<file path="src/rtl/link_pkg.sv">
// Shared definitions for the LVDS link framer (transmit) and bitslip aligner (receive).
// Both ends take their training-word default from here, so they always agree.
package link_pkg;

  localparam int WORD_W      = 16;
  localparam int TRAIN_CNT_W = 10;

  localparam logic [WORD_W-1:0] LINK_TRAIN_PATTERN = 16'hff00;
  localparam logic [WORD_W-1:0] LINK_IDLE_PATTERN  = 16'h5a5a;

  typedef enum logic [1:0] {
    ST_IDLE  = 2'd0,
    ST_TRAIN = 2'd1,
    ST_DATA  = 2'd2
  } link_state_t;

  function automatic logic [TRAIN_CNT_W-1:0] sat_inc(input logic [TRAIN_CNT_W-1:0] value);
    return (value == '1) ? value : value + 1'b1;
  endfunction

endpackage

</file>
<file path="src/rtl/word_serializer.sv">
// 16-bit MSB-first serializer with a free-running slot counter.
// A new word is loaded on the last bit cycle of every slot; the slot phase restarts at reset.
module word_serializer
  import link_pkg::*;
#(
  parameter logic [WORD_W-1:0] RESET_WORD = LINK_IDLE_PATTERN
) (
  input  logic              fclk,
  input  logic              rst,
  input  logic [WORD_W-1:0] next_word,
  output logic              boundary,
  output logic              word_sync,
  output logic              ser_out
);

  logic [WORD_W-1:0] shreg;
  logic [3:0]        bit_cnt;

  assign boundary  = (bit_cnt == 4'd15);
  assign word_sync = (bit_cnt == 4'd0);
  assign ser_out   = shreg[WORD_W-1];

  // NOTE: sequential state uses non-blocking assignments so every register
  // samples the values from before the edge, independent of statement order.
  always_ff @(posedge fclk or posedge rst) begin
    if (rst) begin
      bit_cnt <= 4'd0;
      shreg   <= RESET_WORD;
    end else begin
      bit_cnt <= bit_cnt + 4'd1;
      if (boundary) begin
        shreg <= next_word;
      end else begin
        shreg <= {shreg[WORD_W-2:0], 1'b0};
      end
    end
  end

endmodule

</file>
<file path="src/rtl/link_train_tx.sv">
// Transmit-side link framer: IDLE/TRAIN/DATA sequencing and word selection per slot,
// feeding a word_serializer that shifts each 16-bit word out MSB first.
module link_train_tx
  import link_pkg::*;
#(
  parameter logic [WORD_W-1:0] TRAIN_PATTERN = LINK_TRAIN_PATTERN,
  parameter logic [WORD_W-1:0] IDLE_PATTERN  = LINK_IDLE_PATTERN,
  parameter int                TRAIN_LEN     = 64
) (
  input  logic              fclk,
  input  logic              rst,
  input  logic              train_req,
  input  logic [WORD_W-1:0] tx_data,
  input  logic              tx_valid,
  output logic              tx_ready,
  output logic              ser_out,
  output logic              word_sync,
  output logic              link_up,
  output logic              train_done
);

  localparam logic [TRAIN_CNT_W-1:0] TRAIN_LEN_CNT = TRAIN_CNT_W'(TRAIN_LEN);

  link_state_t             state, state_next;
  logic [TRAIN_CNT_W-1:0]  train_cnt, train_cnt_next;
  logic [WORD_W-1:0]       next_word;
  logic                    boundary;
  logic                    train_exit;
  logic                    data_word_ok;

  word_serializer #(
    .RESET_WORD (IDLE_PATTERN)
  ) u_serializer (
    .fclk      (fclk),
    .rst       (rst),
    .next_word (next_word),
    .boundary  (boundary),
    .word_sync (word_sync),
    .ser_out   (ser_out)
  );

  // Training ends only once the minimum burst is sent and the request has dropped.
  assign train_exit   = (train_cnt >= TRAIN_LEN_CNT) && !train_req;
  assign data_word_ok = (state == ST_DATA) || ((state == ST_TRAIN) && train_exit);
  assign tx_ready     = boundary && data_word_ok && !train_req;
  assign train_done   = boundary && (state == ST_TRAIN) && train_exit;

  // NOTE: every signal written here gets a default first, so no path through
  // the case statement can leave one unassigned and infer a latch.
  always_comb begin
    state_next     = state;
    train_cnt_next = train_cnt;
    next_word      = IDLE_PATTERN;

    unique case (state)
      ST_IDLE: begin
        if (train_req) begin
          state_next     = ST_TRAIN;
          train_cnt_next = TRAIN_CNT_W'(1);
          next_word      = TRAIN_PATTERN;
        end
      end

      ST_TRAIN: begin
        if (train_exit) begin
          state_next = ST_DATA;
          next_word  = tx_valid ? tx_data : IDLE_PATTERN;
        end else begin
          train_cnt_next = sat_inc(train_cnt);
          next_word      = TRAIN_PATTERN;
        end
      end

      ST_DATA: begin
        if (train_req) begin
          state_next     = ST_TRAIN;
          train_cnt_next = TRAIN_CNT_W'(1);
          next_word      = TRAIN_PATTERN;
        end else begin
          next_word = tx_valid ? tx_data : IDLE_PATTERN;
        end
      end

      default: begin
        state_next = ST_IDLE;
      end
    endcase
  end

  // FSM, burst counter and link_up only move at slot boundaries.
  always_ff @(posedge fclk or posedge rst) begin
    if (rst) begin
      state     <= ST_IDLE;
      train_cnt <= '0;
      link_up   <= 1'b0;
    end else if (boundary) begin
      state     <= state_next;
      train_cnt <= train_cnt_next;
      link_up   <= (state_next == ST_DATA);
    end
  end

  a_ready_at_boundary : assert property (@(posedge fclk) disable iff (rst)
    tx_ready |-> boundary);

  a_done_implies_ready : assert property (@(posedge fclk) disable iff (rst)
    train_done |-> tx_ready);

  a_link_up_matches_state : assert property (@(posedge fclk) disable iff (rst)
    link_up == (state == ST_DATA));

endmodule

</file>
<file path="config.mk">
export PLATFORM = sky130hd
export DESIGN_NAME = link_train_tx
export DESIGN_NICKNAME = d
export VERILOG_FILES = /design/src/rtl/link_pkg.sv /design/src/rtl/word_serializer.sv /design/src/rtl/link_train_tx.sv
export SDC_FILE = /design/constraint.sdc
export NUM_CORES = 1
export LEC_CHECK = 0
export BUFFER_PORTS_ARGS = -buffer_cell sky130_fd_sc_hd__buf_2
export CELL_PAD_IN_SITES_DETAIL_PLACEMENT = 1
export CELL_PAD_IN_SITES_GLOBAL_PLACEMENT = 2
export CORE_ASPECT_RATIO = 1.5
export CORE_MARGIN = 5
export CORE_UTILIZATION = 37
export CTS_BUF_LIST = sky130_fd_sc_hd__clkbuf_8
export DETAILED_ROUTE_END_ITERATION = 10
export PLACE_DENSITY = 0.84
export SETUP_SLACK_MARGIN = 0.2
export SYNTH_ARGS = -nofsm -noshare
export SYNTH_HDL_FRONTEND = slang
export SYNTH_SLANG_ARGS = --single-unit
</file>
<file path="constraint.sdc">
create_clock -name fclk -period 2 [get_ports fclk]
set_input_delay 0.3 -clock fclk [delete_from_list [all_inputs] [get_ports fclk]]
set_output_delay 0.3 -clock fclk [all_outputs]
set_load 0.1 [all_outputs]
</file>
==> metrics.txt <==
status finished with violations; failing checks negative setup slack; # placed instances 270; max-cap violation count 0; Layout area overhead 34.1%; GRT Total Usage between 15 and 20%; Post-synth ARST share 100%; fin. max-slew vios 0; post-synth cell types 47; Final Setup Violations 1; sequential area share after synthesis a little under half; I/O pin cnt 25; Slowest Stage Delay on Critical Path 580 ps; GRT overflow 0; critical register-to-register path startpoint train_cnt[8]$_DFFE_PP0P_; post-synth top area cell dfrtp_1; CP Launch Type flop; EDFF count, synth 0; clock power share 30.5%; Clock Pin Slew Worst Setup and Hold Paths 70 ps; syn nets 202; WP data arrival 1720 ps; post-route DRC violation count 0; Synth Register Bits 33; utilization after layout 50.5%; Worst Path Max Fanout 3; Slew HR between 60 and 70%; Slowest cell on crit path or4_4; Final min period 2020 ps; dominant cells by area after synthesis dfrtp_1 35%, dfstp_2 12%, o22a_1 3.9%; Fill cells around 540; CTS Buf Count 5; Net Sw Frac 31.3%; remaining antenna violation count 0; Initial Util 37.6%; Power per Cell Area 676 nW/um2; reg2reg end train_cnt[7]$_DFFE_PP0P_; Mean Syn Cell Area 10.1 um2; Clk Tree Root Cell clkbuf_8; CORE AREA 4770 um2; worst slew pin tran between 400 and 500 ps; die extent in x 66.9 um; vias in the first global route 1786; Finished Layout Cells roughly 290; P_int roughly 1.1 mW; Post-Syn Instances 178; TritonCTS Sinks 33; RSZ-0062 raised after global routing true; H-tree depth 2; Mapped Area 1800 um2; crit path cell chain or4_4 > a22oi_2 > nor2_2 > buf_12; Power Total between 1.5 and 2 mW; count of final hold-check violations 0; Logic pwr share approximately a fifth; Tightest Hold Check Type in2async; Clock Latency Late Sink 290 ps; WL final between 5 and 6 mm; initial antenna violation count 0; Post-synth top flop dfrtp_1; synth cell count leaders 25 x dfrtp_1, 16 x nand2_1, 13 x a21oi_1; first-pass GRT wire length 8.45 mm; Peak supply drop ~0.00028 V; Post-layout nets 246; row cnt 31; DR vias 1625; DP Wirelength 3.71 mm; # port buffers 24; Placer Congestion 0.799; Place WS approximately 120 ps; die area 6370 um2; final worst slack -23.1 ps; Data required, critical path 1700 ps; layout cells sized above 1 43.5%; Antenna Cells 0; Initial DRT Pass Iterations 4; Via-to-Cell Ratio 5.62; LEAKAGE 1.02 nW; post-route clock skew roughly 6.5 ps; reported net switching power 0.510 mW; largest net degree at the start of global routing 34; post-synth top area share 34.8%; Flop pwr share 48.2%; setup slack, reg-to-reg 130 ps; Die Height 95.3 um; Warnings, synthesis 0; Worst Reg2Reg Path Length in Cells 6; CTS tree done; Tcrit/Tclk final 101%; Avg WL per Cell 18.7 um; achievable clock frequency ~490 MHz; worst-case clock buffer depth 2; Worst setup EP type primary output; kind of critical path reg2out; most numerous cell in the Yosys netlist dfrtp_1; DR iter-0 viols 40
worst max-delay path, delay by kind of cell (launching register included):
family / cells / cell delay, ps
DFF: 1 / 400
and+or+nand+nor: 2 / 650
AOI/OAI and AO/OA: 1 / 210
buffers and inverters: 1 / 170
worst max path at each step:
| stage | start | end | slack (ps) | cells past startpoint |
|---|---|---|---|---|
| 2_1_floorplan | u_serializer.bit_cnt[0]$_DFF_PP0_ | tx_ready | -70 | 4 |
| 3_3_place_gp | train_cnt[8]$_DFFE_PP0P_ | train_done | 180 | 4 |
| 3_5_place_dp | u_serializer.bit_cnt[0]$_DFF_PP0_ | train_cnt[3]$_DFFE_PP0P_ | 120 | 5 |
| 4_1_cts | train_cnt[8]$_DFFE_PP0P_ | tx_ready | -30 | 4 |
| 5_1_grt | train_cnt[8]$_DFFE_PP0P_ | tx_ready | -60 | 4 |
| 6_report | train_cnt[8]$_DFFE_PP0P_ | tx_ready | -20 | 4 |
layout make-up:
cell class / count / area [um2] / area share (%)
sequential: 33 / 842 / 35.0
clock buffer: 5 / 68.8 / 2.86
clock inverter: 3 / 17.5 / 0.727
tap: 66 / 82.6 / 3.43
timing repair buffer: 47 / 333 / 13.8
multi-input combinational: 123 / 1020 / 42.3
inverter: 12 / 45.0 / 1.87
per-layer routing:
layer	up-vias	track usage, %	share of wire (%)
met5	-	0	0
met4	0	8.29	2.3
met3	17	3.89	3.1
met2	30	33.0	58
met1	827	18.0	36
li1	751	-	-
state kept, by name, summed over array words and instances (netlist names):
name	flops
train_cnt	10
link_up	1
u_serializer.bit_cnt	4
u_serializer.shreg	16
state	2
cell families after synthesis:
family,count (synthesis),synth area share [%]
adders and majority gates,4,2.79
and+or+nand+nor,56,19.1
DFF,33,46.6
AOI/OAI and AO/OA,60,24.0
muxes,1,0.558
xor gates and xnor gates,2,0.976
buffers and inverters,22,6.06
placed cells by master, fill, tap and decap left out, types with 2 or more instances in the layout:
cell,Yosys,final
o21ai_0,4,4
buf_4,0,22
and2_1,2,2
or3_1,3,3
o21ai_1,2,2
nand2b_1,6,5
inv_1,11,11
or4_1,3,3
nor3b_2,0,2
o21a_1,2,2
a31oi_1,2,2
nand2_1,16,15
nand2b_4,1,2
buf_12,0,2
dfrtp_1,25,20
nor4_1,2,2
nand4_1,2,2
nor4_4,0,2
ha_1,4,2
o41ai_2,0,5
nor3_4,0,2
dfstp_2,8,8
buf_2,3,21
nand3_1,5,4
clkinv_2,0,2
o22a_1,8,8
a21oi_1,13,13
o31ai_1,8,6
a22o_1,4,4
clkbuf_8,0,5
dfrtp_2,0,5
nor2_1,4,3
o211ai_1,5,5
power by group through the flow:
| stage | clock, mW | combinational (mW) | sequential [mW] |
|---|---|---|---|
| floorplan | 0 | 0.181 | 0.789 |
| global placement | 0 | 0.256 | 0.787 |
| detailed placement | 0 | 0.269 | 0.793 |
| CTS | 0.507 | 0.290 | 0.778 |
| global route | 0.546 | 0.378 | 0.789 |
| finish | 0.496 | 0.348 | 0.784 |
through the flow:
stage | TNS, ps | area [um2] | hold slack [ps]
2_1_floorplan | -212 | 1810 | 423
3_3_place_gp | 0 | 2060 | 406
3_5_place_dp | 0 | 2060 | 421
4_1_cts | -31.6 | 2230 | 107
5_1_grt | -60.5 | 2410 | 133
6_report | -23.1 | 2410 | 91.1
repair_timing:
item,in CTS,in global routing
pin swaps,2,10
gates resized for setup,12,23
hold buffers,0,0
hold endpoints to repair,0,0
cloned,0,1
setup buffers,4,6
setup endpoints to repair,9,19
No activity file was read; power rests on OpenSTA's default activity.
